--- src/rtl/uart_rx_fifo_if.sv ---
// uart_rx_fifo_if
// Consumer-side bundle of the UART receive front end.
//   master: the receiver. Drives the head byte, valid, fill count and the
//           sticky error flags. Samples ready and clearErrors.
//   slave : the consumer (core MMIO path). Drives ready and clearErrors.
// FIFO_DEPTH must match the receiver so that io_count has the same width.
interface uart_rx_fifo_if #(
    parameter int FIFO_DEPTH = 8
);
    localparam int CW = $clog2(FIFO_DEPTH) + 1;

    logic [7:0]    io_data;
    logic          io_valid;
    logic          io_ready;
    logic [CW-1:0] io_count;
    logic          io_frameError;
    logic          io_overrun;
    logic          io_clearErrors;

    modport master (
        output io_data,
        output io_valid,
        output io_count,
        output io_frameError,
        output io_overrun,
        input  io_ready,
        input  io_clearErrors
    );

    modport slave (
        input  io_data,
        input  io_valid,
        input  io_count,
        input  io_frameError,
        input  io_overrun,
        output io_ready,
        output io_clearErrors
    );
endinterface

--- src/rtl/uart_rx_fifo.sv ---
// uart_rx_fifo
// Receive front end for the UART_RXD pin. The raw line is synchronised, 8N1
// frames are recovered with 16x oversampling, and received bytes are queued
// in a show-ahead FIFO presented on a ready/valid interface. Sticky flags
// report framing errors (stop bit low) and overruns (byte dropped when full).
// Ports:
//   clock : system clock, all logic on the rising edge
//   reset : synchronous, active-high
//   rx    : raw asynchronous serial input, idle high
//   io    : uart_rx_fifo_if.master (data/valid/ready/count/error flags/clear)
module uart_rx_fifo #(
    parameter int CLOCK_HZ   = 50_000_000,
    parameter int BAUD       = 115200,
    parameter int FIFO_DEPTH = 8
) (
    input  logic            clock,
    input  logic            reset,
    input  logic            rx,
    uart_rx_fifo_if.master  io
);

    // Rounded division so the oversampling tick is as close to 16x BAUD as possible.
    localparam int DIV = (CLOCK_HZ + 8 * BAUD) / (16 * BAUD);
    localparam int PW  = (DIV > 1) ? $clog2(DIV) : 1;
    localparam int AW  = $clog2(FIFO_DEPTH);
    localparam int CW  = AW + 1;

    localparam logic [PW-1:0] DIV_LAST = PW'(DIV - 1);
    localparam logic [CW-1:0] DEPTH_C  = CW'(FIFO_DEPTH);

    typedef enum logic [1:0] {
        IDLE,
        START,
        DATA,
        STOP
    } state_e;

    logic          sync1_q, sync1_d;
    logic          rx_s_q, rx_s_d;
    logic [PW-1:0] prescale_q, prescale_d;
    logic          tick;

    state_e        state_q, state_d;
    logic          armed_q, armed_d;
    logic [3:0]    sub_q, sub_d;
    logic [2:0]    bit_q, bit_d;
    logic [7:0]    shift_q, shift_d;
    logic          push;
    logic          frame_err_set;

    logic [7:0]    mem_q [FIFO_DEPTH];
    logic [7:0]    mem_d [FIFO_DEPTH];
    logic [AW-1:0] wr_ptr_q, wr_ptr_d;
    logic [AW-1:0] rd_ptr_q, rd_ptr_d;
    logic [AW-1:0] rd_next;
    logic [CW-1:0] count_q, count_d;
    logic [7:0]    head_q, head_d;
    logic          frame_err_q, frame_err_d;
    logic          overrun_q, overrun_d;
    logic          full;
    logic          pop;
    logic          do_write;
    logic          overrun_set;

    always_comb begin
        sync1_d    = rx;
        rx_s_d     = sync1_q;
        prescale_d = (prescale_q == DIV_LAST) ? '0 : prescale_q + PW'(1);
        tick       = (prescale_q == DIV_LAST);
    end

    // FSM state register.
    always_ff @(posedge clock) begin
        if (reset) begin
            state_q <= IDLE;
        end else begin
            state_q <= state_d;
        end
    end

    // FSM next state; every transition is gated by the oversampling tick.
    always_comb begin
        state_d = state_q;
        if (tick) begin
            case (state_q)
                IDLE:  if (armed_q && !rx_s_q) state_d = START;
                START: if (sub_q == 4'd7) state_d = rx_s_q ? IDLE : DATA;
                DATA:  if (sub_q == 4'd15 && bit_q == 3'd7) state_d = STOP;
                STOP:  if (sub_q == 4'd15) state_d = IDLE;
                default: state_d = IDLE;
            endcase
        end
    end

    // FSM outputs: sub-bit/bit counters, shift register, push and error strobes.
    // armed is cleared after a framing error so that a line stuck low (break)
    // cannot retrigger a start until it has been seen idle high again.
    always_comb begin
        armed_d       = armed_q;
        sub_d         = sub_q;
        bit_d         = bit_q;
        shift_d       = shift_q;
        push          = 1'b0;
        frame_err_set = 1'b0;
        if (tick) begin
            case (state_q)
                IDLE: begin
                    if (rx_s_q) begin
                        armed_d = 1'b1;
                    end else if (armed_q) begin
                        sub_d = 4'd0;
                    end
                end
                START: begin
                    if (sub_q == 4'd7) begin
                        sub_d = 4'd0;
                        bit_d = 3'd0;
                    end else begin
                        sub_d = sub_q + 4'd1;
                    end
                end
                DATA: begin
                    if (sub_q == 4'd15) begin
                        shift_d = {rx_s_q, shift_q[7:1]};
                        sub_d   = 4'd0;
                        bit_d   = bit_q + 3'd1;
                    end else begin
                        sub_d = sub_q + 4'd1;
                    end
                end
                STOP: begin
                    if (sub_q == 4'd15) begin
                        sub_d = 4'd0;
                        if (rx_s_q) begin
                            push = 1'b1;
                        end else begin
                            frame_err_set = 1'b1;
                            armed_d       = 1'b0;
                        end
                    end else begin
                        sub_d = sub_q + 4'd1;
                    end
                end
                default: begin
                    sub_d = 4'd0;
                end
            endcase
        end
    end

    // FIFO control. A full FIFO still accepts a push when the head is popped
    // in the same cycle; only a push with no room and no pop is an overrun.
    // head_q holds the show-ahead byte so io_data keeps its last value when empty.
    always_comb begin
        full        = (count_q == DEPTH_C);
        pop         = (count_q != '0) && io.io_ready;
        do_write    = push && (!full || pop);
        overrun_set = push && full && !pop;
        rd_next     = rd_ptr_q + AW'(1);

        mem_d = mem_q;
        if (do_write) begin
            mem_d[wr_ptr_q] = shift_q;
        end

        wr_ptr_d = do_write ? wr_ptr_q + AW'(1) : wr_ptr_q;
        rd_ptr_d = pop ? rd_next : rd_ptr_q;

        count_d = count_q;
        if (do_write && !pop) begin
            count_d = count_q + CW'(1);
        end else if (!do_write && pop) begin
            count_d = count_q - CW'(1);
        end

        head_d = head_q;
        if (pop) begin
            if (count_q > CW'(1)) begin
                head_d = mem_q[rd_next];
            end else if (do_write) begin
                head_d = shift_q;
            end
        end else if (do_write && count_q == '0) begin
            head_d = shift_q;
        end

        frame_err_d = frame_err_set ? 1'b1 : (io.io_clearErrors ? 1'b0 : frame_err_q);
        overrun_d   = overrun_set   ? 1'b1 : (io.io_clearErrors ? 1'b0 : overrun_q);
    end

    always_ff @(posedge clock) begin
        if (reset) begin
            sync1_q     <= 1'b1;
            rx_s_q      <= 1'b1;
            prescale_q  <= '0;
            armed_q     <= 1'b0;
            sub_q       <= 4'd0;
            bit_q       <= 3'd0;
            shift_q     <= 8'd0;
            wr_ptr_q    <= '0;
            rd_ptr_q    <= '0;
            count_q     <= '0;
            head_q      <= 8'd0;
            frame_err_q <= 1'b0;
            overrun_q   <= 1'b0;
        end else begin
            sync1_q     <= sync1_d;
            rx_s_q      <= rx_s_d;
            prescale_q  <= prescale_d;
            armed_q     <= armed_d;
            sub_q       <= sub_d;
            bit_q       <= bit_d;
            shift_q     <= shift_d;
            wr_ptr_q    <= wr_ptr_d;
            rd_ptr_q    <= rd_ptr_d;
            count_q     <= count_d;
            head_q      <= head_d;
            frame_err_q <= frame_err_d;
            overrun_q   <= overrun_d;
        end
    end

    // Storage needs no reset: only entries between the pointers are ever read.
    always_ff @(posedge clock) begin
        mem_q <= mem_d;
    end

    assign io.io_data       = head_q;
    assign io.io_valid      = (count_q != '0);
    assign io.io_count      = count_q;
    assign io.io_frameError = frame_err_q;
    assign io.io_overrun    = overrun_q;

endmodule

--- src/flat_wrapper.sv ---
// flat-port wrapper written by rule: the top's interface ports become plain ports
module uart_rx_fifo_flat 
#(
    parameter int CLOCK_HZ   = 50_000_000,
    parameter int BAUD       = 115200,
    parameter int FIFO_DEPTH = 8
)
  (clock, reset, rx, io_io_data, io_io_valid, io_io_count, io_io_frameError, io_io_overrun, io_io_ready, io_io_clearErrors);
  uart_rx_fifo_if #(.FIFO_DEPTH(FIFO_DEPTH)) io_i ();
  input  logic clock;
  input  logic reset;
  input  logic rx;
  output wire logic [$bits(io_i.io_data)-1:0] io_io_data;
  output wire logic [$bits(io_i.io_valid)-1:0] io_io_valid;
  output wire logic [$bits(io_i.io_count)-1:0] io_io_count;
  output wire logic [$bits(io_i.io_frameError)-1:0] io_io_frameError;
  output wire logic [$bits(io_i.io_overrun)-1:0] io_io_overrun;
  input wire logic [$bits(io_i.io_ready)-1:0] io_io_ready;
  input wire logic [$bits(io_i.io_clearErrors)-1:0] io_io_clearErrors;
  assign io_io_data = io_i.io_data;
  assign io_io_valid = io_i.io_valid;
  assign io_io_count = io_i.io_count;
  assign io_io_frameError = io_i.io_frameError;
  assign io_io_overrun = io_i.io_overrun;
  assign io_i.io_ready = io_io_ready;
  assign io_i.io_clearErrors = io_io_clearErrors;
  uart_rx_fifo #(.CLOCK_HZ(CLOCK_HZ), .BAUD(BAUD), .FIFO_DEPTH(FIFO_DEPTH)) u_core (.clock(clock), .reset(reset), .rx(rx), .io(io_i));
endmodule
--- config.mk ---
export PLATFORM = sky130hd
export DESIGN_NAME = uart_rx_fifo_flat
export DESIGN_NICKNAME = d
export VERILOG_FILES = /design/src/rtl/uart_rx_fifo_if.sv /design/src/rtl/uart_rx_fifo.sv /design/src/flat_wrapper.sv
export SDC_FILE = /design/constraint.sdc
export NUM_CORES = 1
export LEC_CHECK = 0
export CAP_MARGIN = 20
export CORE_ASPECT_RATIO = 1.25
export CORE_MARGIN = 2
export CORE_UTILIZATION = 38
export DETAILED_ROUTE_END_ITERATION = 12
export PLACE_DENSITY_LB_ADDON = 0.12
export SLEW_MARGIN = 20
export SYNTH_ARGS = -nofsm -noshare
export SYNTH_HDL_FRONTEND = slang
export SYNTH_SLANG_ARGS = --single-unit
--- constraint.sdc ---
create_clock -name clock -period 3 [get_ports clock]
set_clock_uncertainty 0.15 [all_clocks]
set_input_delay 0.45 -clock clock [delete_from_list [all_inputs] [get_ports clock]]
set_output_delay 0.45 -clock clock [all_outputs]
set_load 0.03 [all_outputs]
-- Yosys cells after proc, flatten, opt, wreduce, memory -nomap -nowiden
Index checks and enable logic that the tools add are counted.
- register bits after elaboration: 109
- bits of input ports: 5
- word-level logic and storage cells: 126
- output and inout bits: 15
- multiplexer cells: 41
- reduce and logical (&&, ||, !) cells: 32
- add/subtract/negate cells: 7
- bitwise logic cells: 2
- magnitude comparators: 4
- equal/unequal tests: 18
- operators with widths (kind ; count):
    $bwmux W64 ; 1
    $mux W8 ; 7
    $bmux W8 S3 ; 1
    $demux W8 S3 ; 1
    $mux W4 ; 6
    $mux W1 ; 14
    $ne A2 B1 Y1 const B ; 7
    $pmux W4 S3 ; 1
    $reduce_bool A2 Y1 ; 6
    $logic_and A1 B1 Y1 ; 10
    $mux W2 ; 5
    $reduce_and A5 Y1 ; 2
    $add A3 B1 Y3 const B ; 3
    $add A4 B1 Y4 const B ; 2
    $eq A4 B4 Y1 const B ; 2
    $ge A4 B4 Y1 const B ; 2
    $not A3 Y4 ; 2
    $pmux W2 S4 ; 1
    $mux W3 ; 2
    $pmux W3 S2 ; 1
    $reduce_and A3 Y1 ; 2
    $add A5 B1 Y5 const B ; 1
    $eq A5 B5 Y1 const B ; 1
    $eq A2 B2 Y1 const B ; 2
    17 further kinds ; 22

-- Logic depth before layout (Yosys ltp)
Gate-level depths: netlist of the first run.
- word-level depth: 9
- mapped depth: 10
- mapped depth without buffers: 10

-- Worst setup path before layout of the first run
OpenSTA, ideal clock, no wires.
- path type: register -> register
- from: reg u_core.count_q[0] (netlist: u_core.io.io_count[0])
- to: reg u_core.count_q[3] (netlist: u_core.io.io_count[3])
- arrival: 2.679 ns
- setup time: 0.128 ns
- clock period less this slack: 2.957 ns
- buffers on the path: 1
- path slack: 0.043 ns
- cell stages (with the launch flop): 11
- required time: 2.722 ns
- cells stage by stage: dfxtp_1 -> inv_1 -> ha_1 -> or3b_2 -> clkbuf_1 -> nand2_1 -> ha_1 -> or4_1 -> a21oi_1 -> xnor2_1 -> nor2_1
- word-level cells in the longest chain between the ends: 7
- elaborated cells between the ends (all ways): 15
- those cells by class: add/sub (2); eq/ne (1); mux (2); reduce/logical (10)
- ends and longest elaborated chain (what ; RTL line ; RTL):
    from (decl) ; uart_rx_fifo.sv:56 ; logic [CW-1:0] count_q, count_d;
    from (signal assigned) ; uart_rx_fifo.sv:216 ; count_q <= count_d;
    $reduce_bool A4 Y1 (*) ; n/a ;
    named net io_io_valid ; flat_wrapper.sv:14 ; output wire logic [$bits(io_i.io_valid)-1:0] io_io_valid;
    $logic_and A1 B1 Y1 (*) ; uart_rx_fifo.sv:156 ; pop = (count_q != '0) && io.io_ready;
    $logic_or A1 B1 Y1 ; uart_rx_fifo.sv:157 ; do_write = push && (!full || pop);
    $logic_and A1 B1 Y1 ; uart_rx_fifo.sv:157 ;
    $logic_not A1 Y1 ; uart_rx_fifo.sv:172 ; end else if (!do_write && pop) begin
    $logic_and A1 B1 Y1 ; uart_rx_fifo.sv:172 ;
    $reduce_bool A2 Y1 (no source line) ; n/a ;
Mark *: on every way through the listed nets, which the timed path passes. The rest lies on a longest branch. The select of a mux whose other input is x is not followed.
A chain may end at the register's enable or synchronous reset.

-- Worst setup path in the final report of the first run
- from: reg u_core.count_q[1] (netlist: u_core.io.io_count[1])
- to: out io_io_valid
- word-level cells in the longest chain between the ends: 1
- ends and longest elaborated chain (what ; RTL line ; RTL):
    $reduce_bool A4 Y1 ; uart_rx_fifo.sv:229 ; assign io.io_valid = (count_q != '0);
    to (decl) ; flat_wrapper.sv:14 ;
No other way between the ends.

==> results of run 1 <==
-- registers in the layout (all words and copies together), names as in the netlist, named ones only --
name and count:
u_core.mem_q 64, u_core.io.io_data 8, u_core.shift_q 8, u_core.prescale_q 5, u_core.io.io_count 4, u_core.sub_q 4, u_core.bit_q 3, u_core.rd_ptr_q 3
u_core.wr_ptr_q 3, u_core.armed_q 1, u_core.io.io_frameError 1, u_core.io.io_overrun 1, u_core.rx_s_d 1, u_core.rx_s_q 1, u_core.state_q 1
-- cells in the final DEF, fill, tap and decap left out, types with 3 or more instances in the layout --
master | synthesis | final
sky130_fd_sc_hd__edfxtp_1 | 64 | 64
sky130_fd_sc_hd__nand2b_1 | 4 | 4
sky130_fd_sc_hd__nor2b_1 | 4 | 4
sky130_fd_sc_hd__nor3_1 | 3 | 3
sky130_fd_sc_hd__nand2_1 | 19 | 19
sky130_fd_sc_hd__mux2i_1 | 43 | 43
sky130_fd_sc_hd__or2_2 | 3 | 3
sky130_fd_sc_hd__ha_1 | 11 | 11
sky130_fd_sc_hd__nand4_1 | 4 | 4
sky130_fd_sc_hd__nor2_1 | 50 | 50
sky130_fd_sc_hd__a21oi_1 | 21 | 21
sky130_fd_sc_hd__inv_1 | 6 | 6
sky130_fd_sc_hd__a211oi_1 | 5 | 5
sky130_fd_sc_hd__clkbuf_16 | 0 | 10
sky130_fd_sc_hd__buf_4 | 0 | 12
sky130_fd_sc_hd__nand3_1 | 11 | 11
sky130_fd_sc_hd__dfxtp_1 | 45 | 45
sky130_fd_sc_hd__clkdlybuf4s50_1 | 0 | 19
sky130_fd_sc_hd__a22oi_1 | 10 | 10
sky130_fd_sc_hd__xnor2_1 | 3 | 3
sky130_fd_sc_hd__a32oi_1 | 8 | 8
sky130_fd_sc_hd__xor2_1 | 7 | 7
sky130_fd_sc_hd__o21ai_0 | 9 | 9
-- power by group --
part	internal, W	switching (W)	leakage (nW)	total [W]
Clock	0.000636	0.000502	0.143	0.00114
Sequential	0.00164	0.0000729	0.958	0.00171
Combinational	0.000515	0.000692	0.694	0.00121
Total	0.00279	0.00127	1.80	0.00406
-- logic make-up after synthesis --
logic type               share of synthesized area
AO/OA/AOI/OAI                               0.0895
flip-flops                                   0.618
buffers and inverters                       0.0222
adder cells (fa/ha/maj)                     0.0301
AND/OR/NAND/NOR                              0.122
multiplexers                                0.0991
XOR/XNOR                                    0.0192
-- per-layer routing --
layer	wire length (um)	global-route usage	part of all wire
met5	0	0	0
met2	4670	0.257	0.51
met3	261	0.0270	0.028
met4	119	0.0518	0.013
met1	4130	0.198	0.45
-- how the worst max path moves through the flow --
stage / end / from / cells after the start / slack [ps]
global placement: u_core.io.io_count[3] / io_io_ready / 9 / 110
detailed placement: u_core.io.io_count[3] / io_io_ready / 9 / 60
global route: u_core.io.io_count[3] / u_core.io.io_count[1] / 10 / 130
CTS: io_io_valid / u_core.io.io_count[0] / 4 / 230
floorplan: u_core.io.io_count[3] / u_core.io.io_count[0] / 10 / 40
finish: io_io_valid / u_core.io.io_count[1] / 4 / 250
-- final cells by class --
class / count / area, um2
Clock inverter: 2 / 15.0
Sequential cell: 109 / 2820
Fill cell: 1128 / 6390
Clock buffer: 14 / 273
Multi-Input combinational cell: 237 / 1650
Timing Repair Buffer: 32 / 300
Inverter: 7 / 26.3
Tap cell: 161 / 201
-- critical path, stage by stage, from the launching register on --
cell	delay [ps]
sky130_fd_sc_hd__dfxtp_1	360
sky130_fd_sc_hd__inv_1	90
sky130_fd_sc_hd__ha_1	190
sky130_fd_sc_hd__or3b_2	540
sky130_fd_sc_hd__clkdlybuf4s50_1	620
-- per-stage QoR --
| step | instance area [um2] | setup slack, ps |
|---|---|---|
| 6_report | 5290 | 252 |
| 5_1_grt | 5290 | 134 |
| 4_1_cts | 5290 | 227 |
| 3_5_place_dp | 5000 | 64.7 |
| 3_3_place_gp | 5000 | 110 |
| 2_1_floorplan | 4570 | 43.5 |
==> metrics list, run 1 <==
* Result of the run: finished, final reports clean
* Source-to-sink clock delay at the later pin of the worst-skew pair: 340 ps
* Core Util, Final: 0.453
* Count of flip-flops with a built-in enable after synthesis: 64
- Yosys printed 0 warnings.
- Entering global routing, the biggest net connects 43 pins.
- In the routed layout, each cell is associated on average with a via count of 5.04.
- The floorplan step set the die height to 127 um.
* N_diodes: 0
- Worst reg2reg path endpoint: u_core.io.io_count[3]
* Top post-synthesis cells by area: sky130_fd_sc_hd__edfxtp_1 42%, sky130_fd_sc_hd__dfxtp_1 20%, sky130_fd_sc_hd__mux2i_1 9.4%
* Count of clock tree sinks: 109
- Part of the Yosys area used for sequential elements: 0.618
- At the pin with the least slew margin, the transition time is 664 ps.
- Unrepaired setup endpoints after global routing: false
- In the global route stage, overall resource usage came out at 0.153.
* Routed wirelength normalized by instance count: 16.3 um
- Required time worst endpoint: 2400 ps
* TritonCTS clock tree: built
* Die ar.: 12,900 um2
* Number of buffers added by the clock tree synthesis step: 9
- Remaining global-route overflow: 0
- The worst hold path terminates at u_core.rx_s_q.
- Endpoints failing hold: 0
* Num rows: 44
- Final critical-path share of the clock period: 0.916
- Cells after Synth: 370
- Slack of the worst reg-to-reg path: 310 ps
- The finished layout holds 562 standard cells, fillers aside.
* CTS Hold Bufs: 0
- For this run, the detailed router's first-pass iteration total came to 4.
- In this run, distinct cell masters in the synthesized netlist total 42.
- WHS Path Cells: 1
- After detailed routing, the number of remaining DRC violations is 0.
* Proportion of synthesized flip-flops having asynchronous set or reset: 0
- The final-report max-slew violation count was 0.
* Leakage power figure: 1.80 nW
- In the final layout, the share of cells above drive strength 1 is 0.0998.
* Post-Synthesis Net Count: 386
- The HPWL after detailed placement is 6.16 mm.
- The worst hold path belongs to the class flop to flop.
- Synthesis-stage register bit count: 109
* Final setup TNS: 0 ps
- Setup violations remaining at the end of the flow were counted as 0.
- STA classifies the critical path startpoint as a flop.
- The routed layout has 2,832 vias.
- Starting utilization of the core area: 0.392
- In the synthesized netlist, the cells that appear most often are 64 x sky130_fd_sc_hd__edfxtp_1, 50 x sky130_fd_sc_hd__nor2_1, 45 x sky130_fd_sc_hd__dfxtp_1, 43 x sky130_fd_sc_hd__mux2i_1, 21 x sky130_fd_sc_hd__a21oi_1.
* Core footprint: 11,700 um2
- Register-to-Register Path Depth: 10
- Sum of internal, switching and leakage power: 0.00406 W
- Synthesis-to-finish area growth: 15.6%
- Final hold analysis gives a worst-case slack of 270 ps.
- Overall die width: 102 um
- Instance count after placement with tap cells included: 546
* Initial detailed-routing violation count: 144
- Synthesized area per cell: 12.4 um2
* Crit path arrival time: 2150 ps
* Most common cell in the netlist: sky130_fd_sc_hd__edfxtp_1
- Based on the critical path, the design can be clocked at up to 364 MHz.
- Across the run, the number of max-cap violations was 0.
- Category of the worst setup path capture point: output pin
- Top_reg_cell synth: sky130_fd_sc_hd__edfxtp_1
- After clock tree synthesis, the clock-pin slew on the worst setup and hold paths is 70 ps.
- # Post-CTS Setup Buffers: 0
* First-pass GRT wire length: 15.0 mm
* Worst Min Path Start: u_core.rx_s_d
- CTS Buffer Depth: 2
- Across the VDD grid, the largest voltage drop is 0.273 mV.
- CTS built an H-tree with a depth of 3.
* I/O pin count: 20
* Number of buffers added on ports: 19
- Power per unit of standard cell area: 768 nW/um2
- Launch instance of the worst register-to-register path: u_core.io.io_count[1]
* Cell area after synthesis: 4570 um2
- The number of global-route vias before repair was 2,785.
- The share of synthesized area in the top cell type comes to 0.420.
- The biggest area contributor in the post-synthesis netlist is sky130_fd_sc_hd__edfxtp_1.
* Setup Crit Path Kind: flop to output pin
- Number of gates given a new drive strength after cts: 0
- The initial antenna violation count came to 0.
- Relative max-transition margin: 0.556
- The worst path needs 2750 ps of the cycle, external delays included.
- The routed design has 9.17 mm of wire.
* Crit Path Max Fanout: 6
- The root buffer cell chosen for the clock tree is sky130_fd_sc_hd__clkbuf_16.
- Routability-driven placement finished with a final weighted congestion of 0.761.
* Final nets: 412
- The detail route stage leaves a number of antenna-violating nets equal to 0.
(Power assumes the default switching activity.)
==> run 2: changes to the inputs <==
--- a/config.mk
+++ b/config.mk
@@ -11,7 +11,6 @@
 export CORE_UTILIZATION = 38
 export DETAILED_ROUTE_END_ITERATION = 12
 export PLACE_DENSITY_LB_ADDON = 0.12
-export SLEW_MARGIN = 20
 export SYNTH_ARGS = -nofsm -noshare
 export SYNTH_HDL_FRONTEND = slang
 export SYNTH_SLANG_ARGS = --single-unit
==> results of run 2 <==
No change in the layout: final DEF, timing and power equal those of run 1.
==> run 3: changes to the inputs <==
--- a/config.mk
+++ b/config.mk
@@ -10,7 +10,9 @@
 export CORE_MARGIN = 2
 export CORE_UTILIZATION = 38
 export DETAILED_ROUTE_END_ITERATION = 12
+export MAX_ROUTING_LAYER = met4
 export PLACE_DENSITY_LB_ADDON = 0.12
+export SLEW_MARGIN = 10
 export SYNTH_ARGS = -nofsm -noshare
 export SYNTH_HDL_FRONTEND = slang
 export SYNTH_SLANG_ARGS = --single-unit
==> constraint.sdc (replaced) <==
create_clock -name clock -period 2.6 [get_ports clock]
set_clock_uncertainty 0.15 [all_clocks]
set_input_delay 0.39 -clock clock [delete_from_list [all_inputs] [get_ports clock]]
set_output_delay 0.39 -clock clock [all_outputs]
set_load 0.03 [all_outputs]
==> metrics list, run 3 (synthesis gave the netlist of run 1 again) <==
* Result of the run: finished, final reports clean
* Final Worst Setup Slack: 112 ps (-140 ps)
- Clock root cell: sky130_fd_sc_hd__clkbuf_16
- The largest fanout of any net on the critical path was 5 (-1).
- Slew of the pin with the lowest slew margin: 546 ps (-117 ps)
- CTS Buffer Depth: 2 (unchanged)
* Register with the most flip-flops: u_core.mem_q
- Type of the worst min-delay path: flop to flop
- The number of hold violations in the final report is 0 (unchanged).
- CTS Hold Bufs: 0 (unchanged)
- Required time worst endpoint: 2060 ps (-340 ps)
- Part of the total power dissipated in combinational logic: 0.308 (+0.011)
- The global-route usage over all layers was 0.154 (+0.00106).
- The weighted congestion reported at the end of routability-driven placement came to 0.722 (-5.1%).
* Leading cell types in the layout, fill and taps excluded: 64 x sky130_fd_sc_hd__edfxtp_1, 50 x sky130_fd_sc_hd__nor2_1, 43 x sky130_fd_sc_hd__mux2i_1, 43 x sky130_fd_sc_hd__dfxtp_1, 24 x sky130_fd_sc_hd__buf_4
- The clock-pin slew on the worst setup and hold paths is 70 ps (about the same).
- Switching Fraction: 0.300 (-0.0125)
* Maximum frequency from static timing analysis: 402 MHz
* Part of the total power dissipated in the clock network: 0.305 (+0.025)
* Maximum number of pins on one net before global-route repair: 43 (unchanged)
* I/O pin count: 20 (unchanged)
- The pre-CTS setup slack is -180 ps (-245 ps).
* N_diodes: 0 (unchanged)
- The number of DRC markers in iteration 0 came to 95 (-34%).
- Setup repair after global routing left no endpoint under its margin.
- Number of buffers added by the clock tree synthesis step: 9 (unchanged)
- Setup Crit Path Kind: flop to output pin
* Final nets: 427 (+3.6%)
* Number of global-route vias before repair: 2,863 (+2.8%)
- The endpoint arrival time on the critical path was 1950 ps (-200 ps).
- The max-capacitance violation count was 0 (unchanged).
* Number of optimization iterations in the first detailed-route pass: 4 (unchanged)
- Pint: 0.00353 W (+27%)
- The initial antenna violation count was 0 (unchanged).
- The initial cell density of the core was 0.392 (unchanged).
* Source-to-sink clock delay at the later pin of the worst-skew pair: 340 ps (about the same)
- Total DRC errors in the routed layout: 0 (unchanged)
- Cell-by-cell listing of the critical path: inv_1, ha_2, buf_4, or3b_2, dlygate4sd2_1
- Number of routed nets with antenna violations: 0 (unchanged)
- In the finished design, the share of the clock period the worst path needs comes to 0.957.
* Power per unit of standard cell area: 914 nW/um2 (+19%)
- Core footprint: 11,700 um2 (unchanged)
- The number of port buffers is 19 (unchanged).
- The count of filler cells inserted in the layout was 1,113 (-1.3%).
* Max FFs per register: 64 (unchanged)
- The share of final-layout standard cells stronger than drive strength 1 came to 0.156 (+0.0565).
* Die ar.: 12,900 um2 (unchanged)
- Max incr delay on CP: 530 ps (-90 ps)
* First-pass GRT wire length: 14.8 mm (-1.5%)
- Startpoint type of the worst setup path: flop
* Vias per std cell: 5.00 (-0.71%)
- The standard-cell row count came to 44 (unchanged).
* Overall die width: 102 um (unchanged)
* Number of buffers and inverters on the critical path: 3 (+1)
- The count of final setup violators was 0 (unchanged).
- Kind of cell with the highest combined delay on the critical path: buffers and inverters
- The wire length per cell came to 15.7 um (-3.6%).
* Relative max-transition margin: 0.634 (+0.0784)
- TritonCTS clock tree: built
- The worst supply voltage drop on vdd came to 0.485 mV (+78%).
* Synthesis-to-finish area growth: 20.8%
* Leakage power figure: 1.91 nW (+6.4%)
* Tmin final: 2490 ps
- The aggregate global routing overflow came to 0 (unchanged).
* Y dimension of the die: 127 um (unchanged)
* Category of the worst setup path capture point: output pin
- The library cell used most frequently in the layout, excluding fill and tap cells, is sky130_fd_sc_hd__edfxtp_1.
- HPWL reported at the end of detailed placement: 6.34 mm (+3.0%)
* Core Util, Final: 0.473 (+0.0204)
* Slew Limit Fails: 0 (unchanged)
- Count of clock tree sinks: 109 (unchanged)
- Overall via count from detail_route: 2,887 (+1.9%)
* Switching power of the nets: 0.00151 W (+19%)
- Drt total wl: 9.08 mm (-1.0%)
* H-tree level count: 3 (unchanged)
- Among all stages on the critical path, the largest delay is contributed by sky130_fd_sc_hd__or3b_2.
- The sequential share of power was 0.387 (-0.035).
[run 3: timing repair]
action                     4_1_cts  5_1_grt
pin swaps                        0        3
setup endpoints to repair        1        2
resized for setup                1        9
buffers inserted                 0        1
[run 3: stage by stage]
step           TNS [ps]  std cells  power [W]  hold WS (ps)  cell area [um2]
6_report              0        577    0.00505           260             5520
5_1_grt               0        577    0.00528           279             5520
4_1_cts               0        577    0.00509           264             5490
3_5_place_dp      -4380        561    0.00356           246             5150
3_3_place_gp      -3410        561    0.00355           249             5150
2_1_floorplan         0        370    0.00303           239             4580
[run 3: path summary, 6_finish.rpt]
check                                      startpoint                     to  slack, ps  cells past startpoint
worst max register to register  u_core.io.io_count[1]  u_core.io.io_count[2]        140                     10
worst min-delay path                    u_core.rx_s_d          u_core.rx_s_q        260                      1
worst min register to register          u_core.rx_s_d          u_core.rx_s_q        260                      1
worst max-delay path            u_core.io.io_count[1]            io_io_valid        110                      5
[run 3: metal layers]
metal / vias up / wire length [um] / GRT usage
li1: 1441 / - / -
met1: 1394 / 4100 / 0.191
met2: 39 / 4610 / 0.254
met3: 13 / 200 / 0.0220
met4: 0 / 163 / 0.0573
met5: - / 0 / -
[run 3: final cells by class]
type,count,area [um2],share of cell area
clock inverter,6,111,0.0202
sequential,109,2830,0.512
multi-input combinational,237,1690,0.305
clock buffer,10,229,0.0415
inverter,7,28.8,0.00521
tap,161,201,0.0365
timing repair buffer,47,440,0.0797
[run 3: power by group through the flow]
| stage | Clock, W | Combinational [W] | Sequential (W) |
|---|---|---|---|
| 3_5_place_dp | 0 | 0.00157 | 0.00199 |
| 3_3_place_gp | 0 | 0.00156 | 0.00199 |
| 5_1_grt | 0.00163 | 0.00168 | 0.00197 |
| 2_1_floorplan | 0 | 0.000886 | 0.00215 |
| 6_report | 0.00154 | 0.00155 | 0.00195 |
| 4_1_cts | 0.00158 | 0.00156 | 0.00195 |
==> edit 1, RTL diff (settings of run 3) <==
`shift_q` no longer has a reset.
--- a/src/rtl/uart_rx_fifo.sv
+++ b/src/rtl/uart_rx_fifo.sv
@@ -196,7 +196,6 @@
             armed_q     <= 1'b0;
             sub_q       <= 4'd0;
             bit_q       <= 3'd0;
-            shift_q     <= 8'd0;
             wr_ptr_q    <= '0;
             rd_ptr_q    <= '0;
             count_q     <= '0;
@@ -210,7 +209,6 @@
             armed_q     <= armed_d;
             sub_q       <= sub_d;
             bit_q       <= bit_d;
-            shift_q     <= shift_d;
             wr_ptr_q    <= wr_ptr_d;
             rd_ptr_q    <= rd_ptr_d;
             count_q     <= count_d;
@@ -220,6 +218,10 @@
         end
     end
 
+    always_ff @(posedge clock) begin
+        shift_q <= shift_d;
+    end
+
     // Storage needs no reset: only entries between the pointers are ever read.
     always_ff @(posedge clock) begin
         mem_q <= mem_d;
Formal check against the unedited RTL: no difference found for any inputs over 10 cycles, from zero or initial values and one cycle with reset high; that may be too few to reach the edited logic, so the function may still have changed.
==> edit 1 against run 3 <==
Combinational power decreased by 9%. Total power decreased by 4.5%. Sequential share of layout area up 2.9 points. Setup slack better by 0.13 ns. Core utilization is 1.3 points lower. Synthesized cell count decreased by 5.9%. Sequential cell count stayed put. Wire length rose by 3.3%. Largest cell class unchanged. Highest routed layer unchanged. Area after synthesis fell by 0.47%. Design area fell by 2.7%.
==> edit 1: results (changes against run 3) <==
Synth
  • Most instantiated cells after synthesis: edfxtp_1 (72), nor2_1 (41), mux2i_1 (38)
  • Dominant cells by area after synthesis: edfxtp_1 (48%), dfxtp_1 (16%), mux2i_1 (8.4%)
  • EDFF count, synth: 72 (+13%)
  • Post-synth ARST share: 0% (unchanged)
  • Syn nets: 364 (-5.7%)
  • YS warnings: 0 (unchanged)
  • Sequential fraction of the synthesis area: 63.81% (+2.0 points)
  • Cell variety after synth: 46 (+9.5%)
  • Primary FF master, synth: edfxtp_1

Global route
  • Largest net degree at the start of global routing: 34 (-21%)
  • Global-route wire length before repair: 14680 um (-0.52%)
  • Number of global-route vias before repair: 2757 (-3.7%)
  • Total track usage: 15.86% (+0.45 points)
  • Initial antenna violation count: 0 (unchanged)

Clock tree
  • CTS H-Tree Depth: 3 (unchanged)
  • CTS root buffer: clkbuf_16
  • Latest clock arrival within the worst-skew pair: 0.35 ns
  • CTS max path bufs: 2 (unchanged)
  • Worst-path clk slew: 0.07 ns (about the same)
  • Total CTS buffers: 9 (unchanged)

Drt
  • Wire per inst: 16.96 um (+7.8%)
  • Starting DRT DRC Count: 85 (-11%)
  • Avg Vias per Cell: 5.013 (+0.18%)
  • First-pass detailed-route iteration total: 6 (+2)

Cells and area
  • Most flop-heavy register: u_core.mem_q
  • Multi-input gate area: 1534 um2 (-9.1%)
  • Ant diodes: 0 (unchanged)
  • Max reg flops: 64 (unchanged)
  • Share of cells above drive strength 1: 14.03% (-1.6 points)
  • Final #Nets: 403 (-5.6%)
  • Layout fillers: 1116 (+0.27%)

Critical path
  • CP arrival: 2.27 ns (+0.32 ns)
  • Crit path max-delay family: simple AND/OR/NAND/NOR gates
  • CP max stage delay: 0.41 ns (-0.12 ns)
  • Slowest-stage cell, CP: nor4_4
  • Crit path max fanout: 6 (+1)

Placed design
  • DP HPWL: 6534 um (+3.0%)
  • Port bufs: 19 (unchanged)
  • Routability cong.: 0.7767 (+7.5%)
  • Placed instance area: 5060 um2 (-1.7%)

Hold path
  • Hold Crit Class: flip-flop to flip-flop

Run status
  • Outcome: complete, no violations

Pwr
  • Leakage: 1.905 nW (-0.33%)
  • VDD IR max: 0.4107 mV (-15%)

STA
  • Slew HR: 55.96% (-7.5 points)
-- edit 1: cell families (layout without fill, tap and decap cells) --
| logic type | count (synthesis) | in the layout | synth area share (%) |
|---|---|---|---|
| and+or+nand+nor | 104 | 104 | 11.50 |
| muxes | 39 | 39 | 8.608 |
| DFF | 109 | 109 | 63.81 |
| buffers and inverters | 24 | 68 | 2.695 |
| AOI/OAI and AO/OA | 51 | 51 | 8.443 |
| adders and majority gates | 11 | 11 | 3.025 |
| xor gates and xnor gates | 10 | 10 | 1.925 |
-- edit 1: worst paths after layout --
kind | start | to | slack (ns) | cells past startpoint
setup / recovery | u_core.sub_q[0]$_SDFFE_PP0P_ | u_core.mem_q[22]$_DFFE_PP_ | 0.24 | 7
hold / removal | u_core.rx_s_d$_SDFF_PP1_ | u_core.rx_s_q$_SDFF_PP1_ | 0.27 | 1
setup reg to reg | u_core.sub_q[0]$_SDFFE_PP0P_ | u_core.mem_q[22]$_DFFE_PP_ | 0.24 | 7
hold reg to reg | u_core.rx_s_d$_SDFF_PP1_ | u_core.rx_s_q$_SDFF_PP1_ | 0.27 | 1
-- edit 1: report_power, final --
| group | internal (mW) | switching (mW) | leakage (nW) | total, mW |
|---|---|---|---|---|
| Clock | 0.780 | 0.627 | 0.149 | 1.41 |
| Sequential | 1.91 | 0.0879 | 0.948 | 2.00 |
| Combinational | 0.611 | 0.800 | 0.807 | 1.41 |
| Total | 3.30 | 1.51 | 1.90 | 4.82 |
-- edit 1: final cells by class --
type / instances / area share (%)
flip-flops and latches: 109 / 54.05
multi-input cells: 215 / 28.54
repair buffers: 44 / 7.309
clock buffers: 10 / 4.446
well taps: 161 / 3.748
clock inverters: 6 / 1.350
inverters: 8 / 0.5587
-- edit 1: metrics by stage --
stage / power (mW) / instances / setup slack (ns) / TNS [ns]
floorplan: 3.062 / 348 / -0.1022 / -3.036
global placement: 3.458 / 537 / 0.08552 / 0
detailed placement: 3.462 / 537 / 0.05760 / 0
CTS: 4.874 / 553 / 0.04969 / 0
global route: 5.049 / 553 / 0.03945 / 0
finish: 4.818 / 553 / 0.2384 / 0
-- edit 1: timing repair --
action,in CTS,in global routing
setup buffers,0,0
hold buffers,0,0
resized for setup,0,2
endpoints found under the setup margin,0,5
endpoints found under the hold margin,0,0
-- edit 1: layer usage --
metal	routed length, um	GRT usage [%]	up-vias
met5	0	-	-
met4	263	7.765	0
met3	271	3.361	19
met2	4590	25.00	43
met1	4255	19.26	1341
li1	-	-	1369
==> edit 2, RTL diff (settings of run 3) <==
Made on the original files. `FIFO_DEPTH` is set to 8 in 3 places; all go to 4.
--- a/src/rtl/uart_rx_fifo_if.sv
+++ b/src/rtl/uart_rx_fifo_if.sv
@@ -5,7 +5,7 @@
 //   slave : the consumer (core MMIO path). Drives ready and clearErrors.
 // FIFO_DEPTH must match the receiver so that io_count has the same width.
 interface uart_rx_fifo_if #(
-    parameter int FIFO_DEPTH = 8
+    parameter int FIFO_DEPTH = 4
 );
     localparam int CW = $clog2(FIFO_DEPTH) + 1;
 
--- a/src/rtl/uart_rx_fifo.sv
+++ b/src/rtl/uart_rx_fifo.sv
@@ -11,7 +11,7 @@
 module uart_rx_fifo #(
     parameter int CLOCK_HZ   = 50_000_000,
     parameter int BAUD       = 115200,
-    parameter int FIFO_DEPTH = 8
+    parameter int FIFO_DEPTH = 4
 ) (
     input  logic            clock,
     input  logic            reset,
--- a/src/flat_wrapper.sv
+++ b/src/flat_wrapper.sv
@@ -3,7 +3,7 @@
 #(
     parameter int CLOCK_HZ   = 50_000_000,
     parameter int BAUD       = 115200,
-    parameter int FIFO_DEPTH = 8
+    parameter int FIFO_DEPTH = 4
 )
   (clock, reset, rx, io_io_data, io_io_valid, io_io_count, io_io_frameError, io_io_overrun, io_io_ready, io_io_clearErrors);
   uart_rx_fifo_if #(.FIFO_DEPTH(FIFO_DEPTH)) io_i ();
Interface: changed (resized io_io_count); port bits go from 20 to 19. No check against the original RTL was run, so the function may have changed too.
==> edit 2 against run 3 <==
Combinational power is 59% lower. Via count fell by 30%. Final cell count shrank 32%. Largest cell class unchanged. Critical endpoint unchanged. Setup slack better by 0.10 ns. Area after synthesis is 29% lower. Synthesized cell count decreased by 29%. Sequential cell count is 35 lower. Clock power shrank 34%. Wire length shrank 35%. Largest power group unchanged. Critical path type unchanged. Hold slack gained 0.0031 ns. Design area fell by 31%. Sequential power is 32% lower. Total power shrank 41%.
==> edit 2: results (changes against run 3) <==
Run status
  • Outcome: complete, no violations

Placed design
  • Routability cong.: 0.7730 (+7.0%)
  • DP HPWL: 4167 um (-34%)
  • Placed instance area: 3578 um2 (-30%)
  • Post-Place Setup Slack: 0.09974 ns (+0.2798 ns)
  • Port bufs: 18 (-1)

Synth
  • EDFF count, synth: 32 (-50%)
  • Average cell area after synthesis: 12.50 um2 (+1.2%)
  • Mux contribution to synthesized area: 11.35% (+1.4 points)
  • XOR/XNOR Fraction of Synth Area: 2.147% (+0.23 points)
  • Most instantiated cells after synthesis: dfxtp_1 (42), nor2_1 (38), edfxtp_1 (32)
  • Syn nets: 279 (-28%)
  • Synth Area in Compound Gates: 9.317% (+0.37 points)

Drt
  • WL met3: 142 um (-29%)
  • Post-Route M1 WL: 2765 um (-33%)
  • Met2 WL post-DR: 2901 um (-37%)
  • Avg Vias per Cell: 5.174 (+3.4%)

STA
  • Slew HR: 61.44% (-2.0 points)

Cells and area
  • Final #Nets: 307 (-28%)
  • CLK BUF: 12 (+2)
  • Seq area share: 47.32% (-3.8 points)
  • Layout fillers: 764 (-31%)
  • Max reg flops: 32 (-50%)
  • Signal buffers share of area: 6.901% (-1.1 points)
  • Final instance area: 3807 um2 (-31%)

Critical path
  • CP arrival: 1.85 ns (-0.10 ns)

Global route
  • Largest net degree at the start of global routing: 30 (-30%)
  • GRT met1 Usage: 17.29% (-1.9 points)
  • Global routing usage on met3: 2.531% (+0.33 points)

Pwr
  • Leakage: 1.294 nW (-32%)
  • VDD IR max: 0.2758 mV (-43%)
## edit 2: power by group through the flow
stage | clock (mW) | combinational [mW] | sequential (mW)
2_1_floorplan | 0 | 0.358 | 1.45
3_3_place_gp | 0 | 0.640 | 1.36
3_5_place_dp | 0 | 0.644 | 1.36
4_1_cts | 1.05 | 0.645 | 1.34
5_1_grt | 1.10 | 0.691 | 1.35
6_report | 1.02 | 0.635 | 1.33
## edit 2: worst paths after layout
kind	slack, ns	endpoint	depth (start not counted)	from
max	0.21	io_io_valid	4	u_core.io.io_count[0]$_SDFFE_PP0P_
min reg2reg	0.26	u_core.rx_s_q$_SDFF_PP1_	1	u_core.rx_s_d$_SDFF_PP1_
max reg2reg	0.26	u_core.mem_q[23]$_DFFE_PP_	6	u_core.io.io_count[0]$_SDFFE_PP0P_
min	0.26	u_core.rx_s_q$_SDFF_PP1_	1	u_core.rx_s_d$_SDFF_PP1_
